## src/rtl/core_avl_arb.sv

```systemverilog
// ============================================================================
// Module      : core_avl_arb
// Description : Arbiter that merges the core's instruction-fetch (m0) and data
//               (m1) Avalon-MM masters onto one memory-side master port.
//               Command phase uses round-robin arbitration. In-order read
//               responses are routed back through an ID FIFO.
// Revision    : 1.0 - initial release
// ============================================================================
`default_nettype none

module core_avl_arb #(
    parameter int ADDR_W   = 32,
    parameter int DATA_W   = 32,
    parameter int MAX_PEND = 4
) (
    input  logic                clk,
    input  logic                rest,
    // Instruction-fetch master
    input  logic [ADDR_W-1:0]   m0_address,
    input  logic [DATA_W/8-1:0] m0_byte_en,
    input  logic                m0_read,
    input  logic                m0_write,
    input  logic [DATA_W-1:0]   m0_write_data,
    output logic                m0_wait_request,
    output logic [DATA_W-1:0]   m0_read_data,
    output logic                m0_read_data_valid,
    // Data master
    input  logic [ADDR_W-1:0]   m1_address,
    input  logic [DATA_W/8-1:0] m1_byte_en,
    input  logic                m1_read,
    input  logic                m1_write,
    input  logic [DATA_W-1:0]   m1_write_data,
    output logic                m1_wait_request,
    output logic [DATA_W-1:0]   m1_read_data,
    output logic                m1_read_data_valid,
    // Memory-side master
    output logic [ADDR_W-1:0]   s_address,
    output logic [DATA_W/8-1:0] s_byte_en,
    output logic                s_read,
    output logic                s_write,
    output logic [DATA_W-1:0]   s_write_data,
    input  logic                s_wait_request,
    input  logic [DATA_W-1:0]   s_read_data,
    input  logic                s_read_data_valid,
    output logic                err_unexp_rsp
);

    localparam int                c_PTR_W = $clog2(MAX_PEND);
    localparam int                c_CNT_W = c_PTR_W + 1;
    localparam logic [c_CNT_W-1:0] c_FULL = c_CNT_W'(MAX_PEND);

    typedef enum logic [0:0] {
        ST_ARB  = 1'b0,
        ST_LOCK = 1'b1
    } state_t;

    state_t               state_q, state_d;
    logic                 lock_id_q, lock_id_d;
    logic                 last_grant_q, last_grant_d;
    logic [MAX_PEND-1:0]  id_mem_q;
    logic [c_PTR_W-1:0]   wr_ptr_q, rd_ptr_q;
    logic [c_CNT_W-1:0]   count_q, count_d;
    logic                 err_q;

    logic w_req0, w_req1;
    logic w_gnt_valid, w_gnt_id;
    logic w_gnt_read, w_gnt_write;
    logic w_fifo_full, w_fifo_empty;
    logic w_accept, w_push, w_pop, w_head;

    assign w_req0 = m0_read | m0_write;
    assign w_req1 = m1_read | m1_write;

    // Grant selection: locked grant wins; otherwise round-robin on contention.
    always_comb begin
        w_gnt_valid = 1'b0;
        w_gnt_id    = 1'b0;
        if (state_q == ST_LOCK) begin
            w_gnt_valid = 1'b1;
            w_gnt_id    = lock_id_q;
        end else if (w_req0 && w_req1) begin
            w_gnt_valid = 1'b1;
            w_gnt_id    = ~last_grant_q;
        end else if (w_req0) begin
            w_gnt_valid = 1'b1;
            w_gnt_id    = 1'b0;
        end else if (w_req1) begin
            w_gnt_valid = 1'b1;
            w_gnt_id    = 1'b1;
        end
    end

    // Read wins over a simultaneous (illegal) write.
    assign w_gnt_read  = w_gnt_id ? m1_read : m0_read;
    assign w_gnt_write = w_gnt_id ? (m1_write & ~m1_read) : (m0_write & ~m0_read);

    assign w_fifo_full  = (count_q == c_FULL);
    assign w_fifo_empty = (count_q == '0);

    assign s_read       = w_gnt_valid & w_gnt_read & ~w_fifo_full;
    assign s_write      = w_gnt_valid & w_gnt_write;
    assign s_address    = (w_gnt_valid && w_gnt_id) ? m1_address    : m0_address;
    assign s_byte_en    = (w_gnt_valid && w_gnt_id) ? m1_byte_en    : m0_byte_en;
    assign s_write_data = (w_gnt_valid && w_gnt_id) ? m1_write_data : m0_write_data;

    assign w_accept        = (s_read | s_write) & ~s_wait_request;
    assign m0_wait_request = ~(w_accept & ~w_gnt_id);
    assign m1_wait_request = ~(w_accept &  w_gnt_id);

    // Full FIFO already blocks s_read, so push never collides with a full FIFO.
    assign w_push = w_accept & s_read;
    assign w_pop  = s_read_data_valid & ~w_fifo_empty;
    assign w_head = id_mem_q[rd_ptr_q];

    assign m0_read_data       = s_read_data;
    assign m1_read_data       = s_read_data;
    assign m0_read_data_valid = w_pop & ~w_head;
    assign m1_read_data_valid = w_pop &  w_head;
    assign err_unexp_rsp      = err_q;

    always_comb begin
        state_d      = ST_ARB;
        lock_id_d    = lock_id_q;
        last_grant_d = last_grant_q;
        count_d      = count_q;
        if ((s_read || s_write) && s_wait_request) begin
            state_d   = ST_LOCK;
            lock_id_d = w_gnt_id;
        end
        if (w_accept) begin
            last_grant_d = w_gnt_id;
        end
        case ({w_push, w_pop})
            2'b10:   count_d = count_q + 1'b1;
            2'b01:   count_d = count_q - 1'b1;
            default: count_d = count_q;
        endcase
    end

    always_ff @(posedge clk) begin
        if (rest) begin
            state_q      <= ST_ARB;
            lock_id_q    <= 1'b0;
            last_grant_q <= 1'b1;
            id_mem_q     <= '0;
            wr_ptr_q     <= '0;
            rd_ptr_q     <= '0;
            count_q      <= '0;
            err_q        <= 1'b0;
        end else begin
            state_q      <= state_d;
            lock_id_q    <= lock_id_d;
            last_grant_q <= last_grant_d;
            count_q      <= count_d;
            if (w_push) begin
                id_mem_q[wr_ptr_q] <= w_gnt_id;
                wr_ptr_q           <= wr_ptr_q + 1'b1;
            end
            if (w_pop) begin
                rd_ptr_q <= rd_ptr_q + 1'b1;
            end
            if (s_read_data_valid && w_fifo_empty) begin
                err_q <= 1'b1;
            end
        end
    end

endmodule

`default_nettype wire

```

## config.mk

```make
export PLATFORM = sky130hd
export DESIGN_NAME = core_avl_arb
export DESIGN_NICKNAME = d
export VERILOG_FILES = /design/src/rtl/core_avl_arb.sv
export SDC_FILE = /design/constraint.sdc
export NUM_CORES = 1
export LEC_CHECK = 0
export BUFFER_PORTS_ARGS = -buffer_cell sky130_fd_sc_hd__buf_4
export CORE_AREA = 10 10 115 117
export CTS_CLUSTER_DIAMETER = 200
export CTS_CLUSTER_SIZE = 14
export DETAILED_ROUTE_END_ITERATION = 10
export DIE_AREA = 0 0 125 127
export PLACE_DENSITY = 0.56
export SYNTH_ARGS = -nofsm -noshare
export SYNTH_HDL_FRONTEND = slang
export SYNTH_SLANG_ARGS = --single-unit
```

## constraint.sdc

```tcl
create_clock -name clk -period 7.4 [get_ports clk]
set_clock_uncertainty 0.1 [all_clocks]
set_input_delay 1.11 -clock clk [delete_from_list [all_inputs] [get_ports clk]]
set_output_delay 1.11 -clock clk [all_outputs]
set_load 0.02 [all_outputs]
```

## Word level (Yosys, flattened, before mapping)

Cells that the tools add are included.

| word-level totals | value |
|---|---|
| bits in registers | 15 |
| output and inout port bits | 139 |
| word-level logic and storage cells | 70 |

| operators by class | value |
|---|---|
| add/sub/neg operators | 4 |
| magnitude comparators | 3 |
| eq/ne operators | 3 |
| mux-type cells | 19 |
| bitwise logic cells | 25 |
| reduce and logical (&&, ||, !) cells | 8 |

Operator list:

| kind | count |
|---|---|
| 32-bit two-way mux | 2 |
| 1-bit bitwise AND | 12 |
| 1-bit two-way mux | 12 |
| 1-bit NOT | 10 |
| 2-bit by 3-bit less-than comparator with 1-bit output, second input constant | 2 |
| 3-bit case mux with 2 select lines | 1 |
| 1-bit logical AND | 5 |
| 2-bit by 1-bit adder with 2-bit output, second input constant | 2 |
| 4-bit bitwise mux | 1 |
| 4-bit two-way mux | 1 |
| 3-bit by 1-bit adder with 3-bit output, second input constant | 1 |
| 3-bit == test, second input constant | 1 |
| 3-bit zero test | 1 |
| 1-bit OR | 3 |
| 3-bit by 1-bit subtractor with 3-bit output, second input constant | 1 |
| 1-bit binary-select mux with 2-bit select | 1 |
| 1-bit demux with 2-bit select | 1 |
| 2-bit by 1-bit == test with 1-bit output, second input constant | 1 |
| 2-bit == test, second input constant | 1 |
| 2-bit by 1-bit greater-or-equal comparator with 1-bit output, second input constant | 1 |
| 2-bit nonzero test | 1 |
| 1-bit logical OR | 1 |

## Longest topological paths before layout

| depth | value |
|---|---|
| depth in word-level cells | 13 |
| depth in mapped cells | 11 |
| mapped depth without buffers | 10 |

## Least setup slack after synthesis

Ideal clock, no wire load.

| timing | value |
|---|---|
| kind | input port to output port |
| start point | in m1_write |
| end point | out m1_wait_request |
| arrival | 2.224 ns |
| setup slack | 3.966 ns |
| stages | 4 |
| buffers on the path | 0 |
| cell sequence | nor2_1 > o311ai_0 > a21oi_1 > o211ai_1 |

| on the way | value |
|---|---|
| cells in the longest elaborated chain, start to end | 12 |
| elaborated cells between the ends (all ways) | 19 |

RTL lines:

| element | line | RTL |
|---|---|---|
| start: declaration | 31 | `input logic m1_write,` |
| 1-bit OR (*) | 72 | `assign w_req1 = m1_read \| m1_write;` |
| 1-bit two-way mux | 87 | `end else if (w_req1) begin` |
| 1-bit two-way mux | 84 | `end else if (w_req0) begin` |
| 1-bit two-way mux | 81 | `end else if (w_req0 && w_req1) begin` |
| 1-bit two-way mux | 78 | `if (state_q == ST_LOCK) begin` |
| 1-bit two-way mux | 94 | `assign w_gnt_read = w_gnt_id ? m1_read : m0_read;` |
| 1-bit bitwise AND (*) (2 in a row) | 100 | `assign s_read = w_gnt_valid & w_gnt_read & ~w_fifo_full;` |
| via s_read | 39 | `output logic s_read,` |
| 1-bit OR (*) | 106 | `assign w_accept = (s_read \| s_write) & ~s_wait_request;` |
| 1-bit bitwise AND (*) | 106 |  |
| 1-bit bitwise AND (*) | 108 | `assign m1_wait_request = ~(w_accept & w_gnt_id);` |
| 1-bit NOT (*) | 108 |  |
| end: declaration | 33 | `output logic m1_wait_request,` |

The timed path passes the listed nets; every way through them passes the cells marked *.

## Final worst setup path

| timing | value |
|---|---|
| start point | in m0_read |
| end point | out s_write_data[6] |

| on the way | value |
|---|---|
| cells in the longest elaborated chain, start to end | 6 |
| elaborated cells between the ends (all ways) | 10 |

RTL lines:

| element | line | RTL |
|---|---|---|
| start: declaration | 21 | `input logic m0_read,` |
| 1-bit OR (*) | 71 | `assign w_req0 = m0_read \| m0_write;` |
| 1-bit two-way mux or 1-bit logical AND (tied branches) | 84, 81 |  |
| 1-bit two-way mux | 81 |  |
| 1-bit two-way mux | 78 |  |
| 1-bit logical AND (*) | 104 | `assign s_write_data = (w_gnt_valid && w_gnt_id) ? m1_write_data : m0_write_data;` |
| 32-bit two-way mux (*) | 104 |  |
| end: declaration | 41 | `output logic [DATA_W-1:0] s_write_data,` |

Mark *: on every way between the ends. The rest lies on a longest branch, timed or not.

==> flow_metrics.env <==
export IMPL_final_area_um2=3570
export IMPL_cp_required_ns=6.19
export IMPL_power_leakage_uw=0.00175
export IMPL_setup_viol=0
export IMPL_die_h_um=127
export IMPL_min_path_type="reg -> reg"
export IMPL_clock_sinks=15
export IMPL_placed_area_um2=3490
export IMPL_power_density_nw_per_um2=192
export IMPL_final_cell_mix="buf_4, mux2_2, dfxtp_1"
export IMPL_cts_tree="built"
export IMPL_via_per_inst=4.24
export IMPL_crit_fanout=68
export IMPL_grt_overflow=0
export IMPL_initial_core_util=0.197
export IMPL_pwr_share_seq=0.166
export IMPL_p_switching_uw=278
export IMPL_drive_gt1_frac=0.777
export IMPL_min_period_ns=4.24
export IMPL_diodes=0
export IMPL_cts_hold_buf=0
export IMPL_maxSlewHeadroom=0.403
export IMPL_synth_area_um2=2200
export IMPL_area_delta_synth_final_pct=62.7
export IMPL_h_tree_depth=1
export IMPL_worst_pin_slew_ns=0.896
export IMPL_synthCells=234
export IMPL_p_clk_frac=0.153
export IMPL_yosysTopAreaCellShare=0.303
export IMPL_layout_cells_non_filler=528
export IMPL_numCtsBuffers=3
export IMPL_drt_drc_violations_left=0
export IMPL_grt_max_degree=69
export IMPL_power_frac_comb=0.681
export IMPL_clockBufferDepth=2
export IMPL_syn_nets=416
export IMPL_ctsRootBufferMaster="clkbuf_16"
export IMPL_grt_pass1_vias=2399
export IMPL_ant_nets=0
export IMPL_grt_pass1_wl_um=15200
export IMPL_status="finished clean"
export IMPL_crit_type="in -> out"
export IMPL_synthTopCellsByArea="mux2_2, buf_4, dfxtp_1"
export IMPL_post_dp_hpwl_um=9370
export IMPL_nFillCells=1150
export IMPL_wl_um=10600
export IMPL_die_area_um2=15900
export IMPL_cts_resized=0
export IMPL_intPower_uw=407
export IMPL_fp_dieW_um=125
export IMPL_sw_frac_of_total=0.406
export IMPL_grtUsageTotal=0.118
export IMPL_critPathLaunchType="input pin"
export IMPL_register_area_um2=300
export IMPL_clk_pin_slew_ns=0.05
export IMPL_ir_drop_v=0.000146
export IMPL_final_nets=568
export IMPL_port_buffers=218
export IMPL_clk_latency_ns=0.24
export IMPL_num_rows=39
export IMPL_dr_first_iter_drc_count=61
export IMPL_multi_input_comb_area_um2=1330
export IMPL_ys_types=39
export IMPL_cp_end_kind="output pin"
export IMPL_critPathArrivalTime_ns=3.03
export IMPL_post_cts_buffers=0
export IMPL_antenna_found_initial=0
export IMPL_ys_ff_latch=15
export IMPL_first_pass_iters=4
export IMPL_layout_commonest_cell="buf_4"
export IMPL_yosys_area_top_type="mux2_2"
export IMPL_pin_count=315
export IMPL_drv_slew=0
export IMPL_core_um2=11100
export IMPL_dpl_cell_count=524
export IMPL_max_cap_viol_count=0
export IMPL_wire_per_inst_um=20.0
export IMPL_ys_seq_area_frac=0.137
export IMPL_rsz0062_at_grt="no"
export IMPL_yosysWarningCount=0
export IMPL_fin_setup_tns_ns=0
export IMPL_place_gp_congestion=0.814
export IMPL_timing_fmax_ghz=0.236
export IMPL_via_count=2237
export IMPL_final_hold_violation_count=0
export IMPL_syn_avg_cell_area_um2=9.38
export IMPL_period_share=0.573
[area by class of cell]
| type | count | area share |
|---|---|---|
| timing repair buffer | 220 | 0.462 |
| multi-input combinational | 137 | 0.372 |
| sequential | 15 | 0.0841 |
| tap | 143 | 0.0501 |
| clock buffer | 4 | 0.0221 |
| inverter | 9 | 0.00946 |
[cells by family after synthesis]
family                   synth area share
buffers and inverters               0.263
multiplexers                        0.383
AND/OR/NAND/NOR                    0.0712
AO/OA/AOI/OAI                      0.0883
flip-flops                          0.137
adder cells (fa/ha/maj)            0.0376
XOR/XNOR                           0.0199
[sequential cells by signal (all words and copies together), names as in the netlist]
name and cells:
rd_ptr_q 2, state_q 1, wr_ptr_q 2, count_q 3, err_unexp_rsp 1, id_mem_q 4
lock_id_q 1, last_grant_q 1
[power groups by stage]
stage | clock network [uW] | registers, uW | logic, uW
after floorplan | 0 | 114 | 326
after global placement | 0 | 115 | 467
after detailed placement | 0 | 115 | 471
after CTS | 107 | 114 | 475
after global routing | 110 | 116 | 498
final | 105 | 114 | 466
[worst paths after layout]
| path | to | cells past startpoint | from | slack, ns |
|---|---|---|---|---|
| setup / recovery | s_write_data[6] | 7 | m0_read | 3.16 |
| hold reg to reg | err_unexp_rsp | 2 | err_unexp_rsp | 0.37 |
| setup reg to reg | count_q[2] | 10 | state_q | 4.66 |
| hold / removal | err_unexp_rsp | 2 | err_unexp_rsp | 0.37 |
[Yosys cell counts, drive strengths merged]
master / number
xnor2: 2
and2: 1
nand3: 5
nor2: 11
nand2b: 4
buf: 72
mux2i: 2
nand2: 2
o2111ai: 1
a21oi: 8
a21bo: 4
inv: 9
o311ai: 2
or4: 1
or2: 1
or3: 1
a211o: 2
nor2b: 2
a21o: 1
clkbuf: 1
dfxtp: 15
fa: 1
o211ai: 3
a211oi: 1
o311a: 1
o21ai: 2
and3: 1
nor3: 1
xor2: 3
mux4: 1
mux2: 68
ha: 5
[worst max-delay path, stage by stage]
cell and delay (ns):
buf_4 0.10, nor2_1 0.05, or2_1 0.25, o311ai_4 0.08, buf_4 0.72, mux2_2 0.47
buf_4 0.18
[per-stage QoR]
stage / setup slack, ns / hold slack [ns] / utilization / power [uW]
2_1_floorplan: 3.97 / 0.359 / - / 439
3_3_place_gp: 3.17 / 0.356 / 0.314 / 581
3_5_place_dp: 3.16 / 0.363 / 0.314 / 586
4_1_cts: 3.15 / 0.378 / 0.321 / 696
5_1_grt: 3.08 / 0.408 / 0.321 / 725
6_report: 3.16 / 0.374 / 0.321 / 685
[layer usage]
layer	wire length [um]	global-route usage
met1	4160	0.135
met2	5290	0.202
met3	1070	0.0525
met4	73	0.0169
met5	0	0
(Power assumes the default switching activity.)
